## src/rtl/demux_pkg.sv

```systemverilog
// Shared constants for the 1-to-4 registered demultiplexer: channel count,
// select width and default data/counter widths.
package demux_pkg;
    localparam int NCH      = 4;
    localparam int SELW     = 2;
    localparam int W_DEF    = 6;
    localparam int CNTW_DEF = 8;

    typedef logic [SELW-1:0] sel_t;
endpackage

```

## src/rtl/demux_fifo2.sv

```systemverilog
// Two-entry registered FIFO used as the per-channel output queue.
// The head is read straight from the storage registers, so a word pushed into an empty queue is visible the next cycle.
module demux_fifo2 #(
    parameter int W = 6
) (
    input  logic         clk,
    input  logic         rst,
    input  logic         push,
    input  logic         pop,
    input  logic [W-1:0] din,
    output logic         full,
    output logic         empty,
    output logic [W-1:0] head
);
    logic [W-1:0] mem [2];
    logic         wp;
    logic         rp;
    logic [1:0]   cnt;
    logic         push_ok;
    logic         pop_ok;

    assign full    = (cnt == 2'd2);
    assign empty   = (cnt == 2'd0);
    assign push_ok = push & ~full;
    assign pop_ok  = pop & ~empty;
    assign head    = mem[rp];

    // Storage is cleared too so the head never shows X after reset.
    always_ff @(posedge clk) begin
        if (rst) begin
            mem[0] <= '0;
            mem[1] <= '0;
            wp     <= 1'b0;
            rp     <= 1'b0;
            cnt    <= 2'd0;
        end else begin
            if (push_ok) begin
                mem[wp] <= din;
                wp      <= ~wp;
            end
            if (pop_ok) begin
                rp <= ~rp;
            end
            if (push_ok && !pop_ok) begin
                cnt <= cnt + 2'd1;
            end else if (pop_ok && !push_ok) begin
                cnt <= cnt - 2'd1;
            end
        end
    end
endmodule

```

## src/rtl/demux4_reg6.sv

```systemverilog
// Routes each accepted input word to one of four 2-deep output queues and
// counts accepted words. Queue state lives in demux_fifo2.
module demux4_reg6
    import demux_pkg::*;
#(
    parameter int W    = W_DEF,
    parameter int CNTW = CNTW_DEF
) (
    input  logic            clk,
    input  logic            rst,
    input  logic [1:0]      s,
    input  logic [W-1:0]    d,
    input  logic            in_valid,
    output logic            in_ready,
    input  logic [3:0]      o_ready,
    output logic [3:0]      o_valid,
    output logic [W-1:0]    o0,
    output logic [W-1:0]    o1,
    output logic [W-1:0]    o2,
    output logic [W-1:0]    o3,
    output logic [CNTW-1:0] acc_cnt
);
    logic [NCH-1:0] full;
    logic [NCH-1:0] empty;
    logic [NCH-1:0] push;
    logic [NCH-1:0] pop;
    logic [W-1:0]   head [NCH];
    logic           accept;
    sel_t           sel;

    assign sel = s;

    // Ready looks only at the addressed queue, never at o_ready, so a full
    // queue stalls even when it is being drained in the same cycle.
    assign in_ready = ~full[sel];
    assign accept   = in_valid & in_ready;

    always_comb begin
        push = '0;
        if (accept) begin
            push[sel] = 1'b1;
        end
    end

    assign o_valid = ~empty;
    assign pop     = o_valid & o_ready;

    for (genvar i = 0; i < NCH; i++) begin : g_ch
        demux_fifo2 #(.W(W)) u_fifo (
            .clk   (clk),
            .rst   (rst),
            .push  (push[i]),
            .pop   (pop[i]),
            .din   (d),
            .full  (full[i]),
            .empty (empty[i]),
            .head  (head[i])
        );
    end

    assign o0 = head[0];
    assign o1 = head[1];
    assign o2 = head[2];
    assign o3 = head[3];

    always_ff @(posedge clk) begin
        if (rst) begin
            acc_cnt <= '0;
        end else if (accept) begin
            acc_cnt <= acc_cnt + 1'b1;
        end
    end
endmodule

```

## config.mk

```make
export PLATFORM = sky130hd
export DESIGN_NAME = demux4_reg6
export DESIGN_NICKNAME = d
export VERILOG_FILES = /design/src/rtl/demux_pkg.sv /design/src/rtl/demux_fifo2.sv /design/src/rtl/demux4_reg6.sv
export SDC_FILE = /design/constraint.sdc
export NUM_CORES = 1
export LEC_CHECK = 0
export CAP_MARGIN = 15
export CORE_ASPECT_RATIO = 1.2
export CORE_MARGIN = 2
export CORE_UTILIZATION = 30
export CTS_CLUSTER_SIZE = 24
export DETAILED_ROUTE_END_ITERATION = 7
export SLEW_MARGIN = 15
export SYNTH_ARGS = -nofsm -noshare
export SYNTH_HDL_FRONTEND = slang
export SYNTH_SLANG_ARGS = --single-unit
export TNS_END_PERCENT = 100
```

## constraint.sdc

```tcl
create_clock -name clk -period 4.25 [get_ports clk]
set_input_delay 0.425 -clock clk [delete_from_list [all_inputs] [get_ports clk]]
set_output_delay 0.425 -clock clk [all_outputs]
set_load 0.03 [all_outputs]
```

Word level (Yosys, flattened, before mapping) --
Memories as Yosys holds them, arrays and structs flattened. A register that Yosys moved wholly into a read port is not among the register bits. Index checks and enable logic that the tools add are counted.
Operators by class: reduce and logical (&&, ||, !) cells 29, multiplexer cells 47, $lt $le $gt $ge 2, $add $sub $neg 9, eq/ne operators 4, bitwise operators 28
Operators with widths (number):
- two-way mux 1 bit | 32
- two-way mux 6 bit | 4
- OR reduction 6 bit | 4
- NOT 1 bit | 17
- two-way mux 2 bit | 8
- bitwise AND 1 bit | 9
- logical AND 1 bit | 9
- adder 2 x 1 -> 2 bit, second input constant | 4
- adder 8 x 1 -> 8 bit, second input constant | 1
- equality test 2 bit, second input constant | 4
- logical NOT 1 bit | 8
- logical NOT 2 bit | 4
- nonzero test 2 bit | 4
- subtractor 2 x 1 -> 2 bit, second input constant | 4
- bitwise AND 4 bit | 1
- two-way mux 4 bit | 1
- NOT 4 bit | 1
- less-than comparator 2 x 3 -> 1 bit, second input constant | 1
- binary-select mux 1 bit (select 2 bit) | 1
- demux 1 bit (select 2 bit) | 1
- >= comparator 2 x 1 -> 1 bit, second input constant | 1
Word-level totals: output and inout bits 37, memories kept 4, RAM bits 48, register bits 24
Memories:
- g_ch[0].u_fifo.mem | words 2, bits a word 6, rd ports 1, clocked after Yosys merged registers in 1, wr ports 2, RTL line demux_fifo2.sv:15 | logic [W-1:0] mem [2];
- g_ch[1].u_fifo.mem | words 2, bits a word 6, rd ports 1, clocked after Yosys merged registers in 1, wr ports 2, RTL line demux_fifo2.sv:15
- g_ch[2].u_fifo.mem | words 2, bits a word 6, rd ports 1, clocked after Yosys merged registers in 1, wr ports 2, RTL line demux_fifo2.sv:15
- g_ch[3].u_fifo.mem | words 2, bits a word 6, rd ports 1, clocked after Yosys merged registers in 1, wr ports 2, RTL line demux_fifo2.sv:15

Depth between registers and ports, before layout --
depth after elaboration 12, mapped depth 7

Modules after synthesis --
From an unflattened synthesis, not the netlist that was laid out.
Unflattened totals: cells, all modules 320, area total of the unflattened synthesis 3502.1 um2
By module, submodules not included:
- demux_fifo2 | seq. area each 460.4 um2, area each 754.5 um2, cells each 65, times used 4
- demux4_reg6 | seq. area each 160.2 um2, area each 484.2 um2, cells each 60, times used 1

Least setup slack after synthesis --
OpenSTA, ideal clock, no wires.
path type input -> register, start point in s[0], end point mem g_ch[2].u_fifo.mem[1][0] (enable), required time 3890 ps, setup slack 2338 ps, path buffers 0, arrival 1552 ps, setup time 360 ps, stages 4, cell sequence mux4_2 > clkinv_2 > nand2_2 > o21bai_1
RTL lines:
- start: declaration | RTL line demux4_reg6.sv:11 | input logic [1:0] s,
- end: declaration | RTL line demux_fifo2.sv:15

Worst setup path in the final report --
start point in s[0], end point out in_ready
On the way: longest elaborated chain between the ends 3
RTL lines:
- binary-select mux 1 bit (select 2 bit) | RTL line demux4_reg6.sv:35 | assign in_ready = ~full[sel];
- two-way mux 1 bit (implied by the code) | RTL line demux4_reg6.sv:35
- NOT 1 bit | RTL line demux4_reg6.sv:35
- end: declaration | RTL line demux4_reg6.sv:14 | output logic in_ready,
No other way between the ends. The select of a mux whose other input is x is not followed.

==> impl_results.md <==
* Cells after Synth at 300
* Most used cell, CP: clkdlybuf4s50_1
* Nets@finish at 371
* Async set or reset register ratio after synthesis at 0%
* Delay-heaviest family, CP: buffers and inverters
* Clock power share at 27.9%
* CORE AREA at 0.0115 mm2
* Pins Over Slew Limit at 0
* Final GP Congestion at 0.767
* RSZ-0062 raised after global routing: no
* CTS Hold Buffers Added at 0
* Yosys Warn Count at 0
* Final Cycle Share at 71.7%
* Cts bufs inserted at 9
* # rows at 43
* Antenna violations before repair at 0
* Placed Cells at 497
* Clock period minus worst slack at 3.05 ns
* Largest net degree at the start of global routing at 46
* Detailed Place HPWL at 5.17 mm
* Clock skew at 0.00834 ns
* Fin util at 38.6%
* Leakage power total at 1.59 nW
* ANT nets after route at 0
* Via count at 2247
* Die W at 102 um
* Hold slack at 0.498 ns
* P_int at 1.73 mW
* Share of total power in sequential cells at 38.7%
* Ports at 52
* Mapped cell area at 0.00349 mm2
* Drt via density at 4.38
* IO Port Bufs at 51
* Worst-path clk slew at 0.05 ns
* # fillers at 1120
* Avg Inst Size Synth at 11.6 um2
* Total Routing Usage GR at 12.1%
* Critical Path AT at 2.62 ns
* Fmax at 0.328 GHz
* Resize count post-CTS at 0
* Max Cap Violations at 0
* Setup Buffers After CTS at 0
* Remaining DRCs at 0
* Setup TNS at 0 ns
* Worst slew pin tran at 1.05 ns
* Crit end category: output pin
* Largest fanout on the critical path at 12
* Most frequent cells after synthesis: 73 x nor2_1, 48 x edfxtp_1, 29 x mux2_2
* Crit-path cells: clkdlybuf4s50_1 -> mux4_2 -> clkinv_2 -> clkdlybuf4s50_1
* Slowest-stage cell, CP: clkdlybuf4s50_1
* CP startpoint: s[0]
* Worst setup SP type: primary input
* Wire per inst at 13.8 um
* Distinct cells, synth at 35
* Finished Layout Cells at 513
* Hold_sp: g_ch[0].u_fifo.cnt[1]
* Most common cell in the netlist: nor2_1
* Clk_lat worst skew at 0.33 ns
* Final hold vios at 0
* Max Root-Sink Buffers at 2
* Synth Net Count at 320
* Top cell type's share of synthesized area at 41.3%
* First-pass GRT wire length at 11.3 mm
* Net Switching at 0.838 mW
* PwrDens at 581 mW/mm2
* Area Growth Syn to Fin at 26.6%
* Number of global-route vias before repair at 2279
* Slew margin rel. at 30.0%
* Total Power at 2.56 mW
* CTS tree: done
* Total wire length at 7.10 mm
* Sequential area share after synthesis at 57.4%
* Worst Path Required at 3.83 ns
* Reg2reg start: g_ch[2].u_fifo.cnt[0]
* Ranking of synthesized cells by area: edfxtp_1 41%, dfxtp_1 16%, mux2_2 9.4%
* Largest area contributor in the netlist: edfxtp_1
* Fraction of layout cells with a size suffix above 1 at 16.6%
* Drt first pass iters at 4
* Kind of critical path: in2out
* Final setup fails at 0
* H-tree depth at 3
* Maximum VDD drop at 0.237 mV
* Clock root buffer: clkbuf_16
* Switch share at 32.7%
* Antenna Cells at 0
* Number of flops mapped to enable cells by yosys at 48
* Die Y at 122 um
* Clock sinks at 76
* Outcome: finished, final reports clean
* Dominant synthesized flop cell: edfxtp_1
* Hold Crit Class: reg2reg
* Initial core utilization at 30.5%
* Die area at 0.0125 mm2
* Power share of the combinational group at 33.3%
* Crit path buf inv count at 3
* Total grt overflow at 0
* DRT iter0 DRCs at 91
* Worst path max stage delay at 0.73 ns
* Synthesis-stage register bit count at 76
metal layers:
metal  global-route usage, %  routed length, um  up-vias
met5                       0                  0        -
met4                    6.58                199        0
met3                    3.10                285        9
met2                    20.1               3680       50
met1                    14.0               2940     1053
li1                        -                  -     1135
per-stage QoR:
stage               setup slack (ns)  cell area (um2)
finish                          1.20             4420
detailed placement              1.18             4140
global route                    1.11             4420
global placement                1.23             4140
floorplan                       2.34             3490
CTS                             1.18             4420
logic make-up (layout without fill, tap and decap cells):
| logic type | Yosys count | after routing | share of synthesized area (%) |
|---|---|---|---|
| XOR/XNOR | 14 | 14 | 3.51 |
| AND/OR/NAND/NOR | 138 | 138 | 20.7 |
| flip-flops | 76 | 76 | 57.4 |
| AO/OA/AOI/OAI | 20 | 20 | 3.51 |
| buffers and inverters | 15 | 71 | 2.22 |
| multiplexers | 32 | 32 | 10.9 |
| adder cells (fa/ha/maj) | 5 | 5 | 1.79 |
final cells by class:
| class | count | area, um2 | area share [%] |
|---|---|---|---|
| clock buffers | 14 | 244 | 5.52 |
| multi-input cells | 209 | 1410 | 31.9 |
| repair buffers | 52 | 518 | 11.7 |
| clock inverters | 2 | 35.0 | 0.793 |
| flip-flops and latches | 76 | 2000 | 45.3 |
| well taps | 157 | 196 | 4.45 |
| inverters | 3 | 12.5 | 0.283 |
registers in the layout, summed over array words and instances (netlist names), named ones only:
register	flops
g_ch.u_fifo.wp	4
g_ch.u_fifo.cnt	8
g_ch.u_fifo.mem	48
g_ch.u_fifo.rp	4
acc_cnt	8
placed cells by master, fill, tap and decap left out, types with 2 or more instances in the layout:
cell type	n
mux2_4	2
or3_1	4
o22ai_1	2
clkbuf_1	5
nand3_4	6
ha_1	5
and4_1	2
dfxtp_1	28
clkdlybuf4s50_1	51
nand2_1	12
inv_1	2
or2_2	5
o21ai_0	5
clkinv_2	2
edfxtp_1	48
and2_1	3
nand3_1	4
nor3_1	3
mux2_2	29
clkbuf_16	9
nand3_2	2
a21oi_1	5
o21bai_1	8
nor2b_1	12
nand2b_1	7
nor2_1	73
xor2_1	13
worst paths after layout:
kind	end	slack, ns	cells past startpoint
max reg2reg	g_ch[2].u_fifo.mem[1][3]	1.80	5
max	in_ready	1.20	4
min reg2reg	g_ch[0].u_fifo.cnt[1]	0.50	2
min	g_ch[0].u_fifo.cnt[1]	0.50	2
power groups by stage:
stage                     combinational [mW]  sequential (mW)  clock, mW
after CTS                              0.868            0.997      0.727
after floorplan                        0.626            0.966          0
after detailed placement               0.863             1.01          0
after global routing                   0.923             1.01      0.761
final                                  0.855            0.993      0.716
after global placement                 0.853             1.00          0
worst min-delay path: cells and delay by family, from the launching register on:
kind	cells	cell delay [ns]
DFF	1	0.32
AOI/OAI and AO/OA	2	0.13
Note: power is estimated with default switching activity, not from simulation.
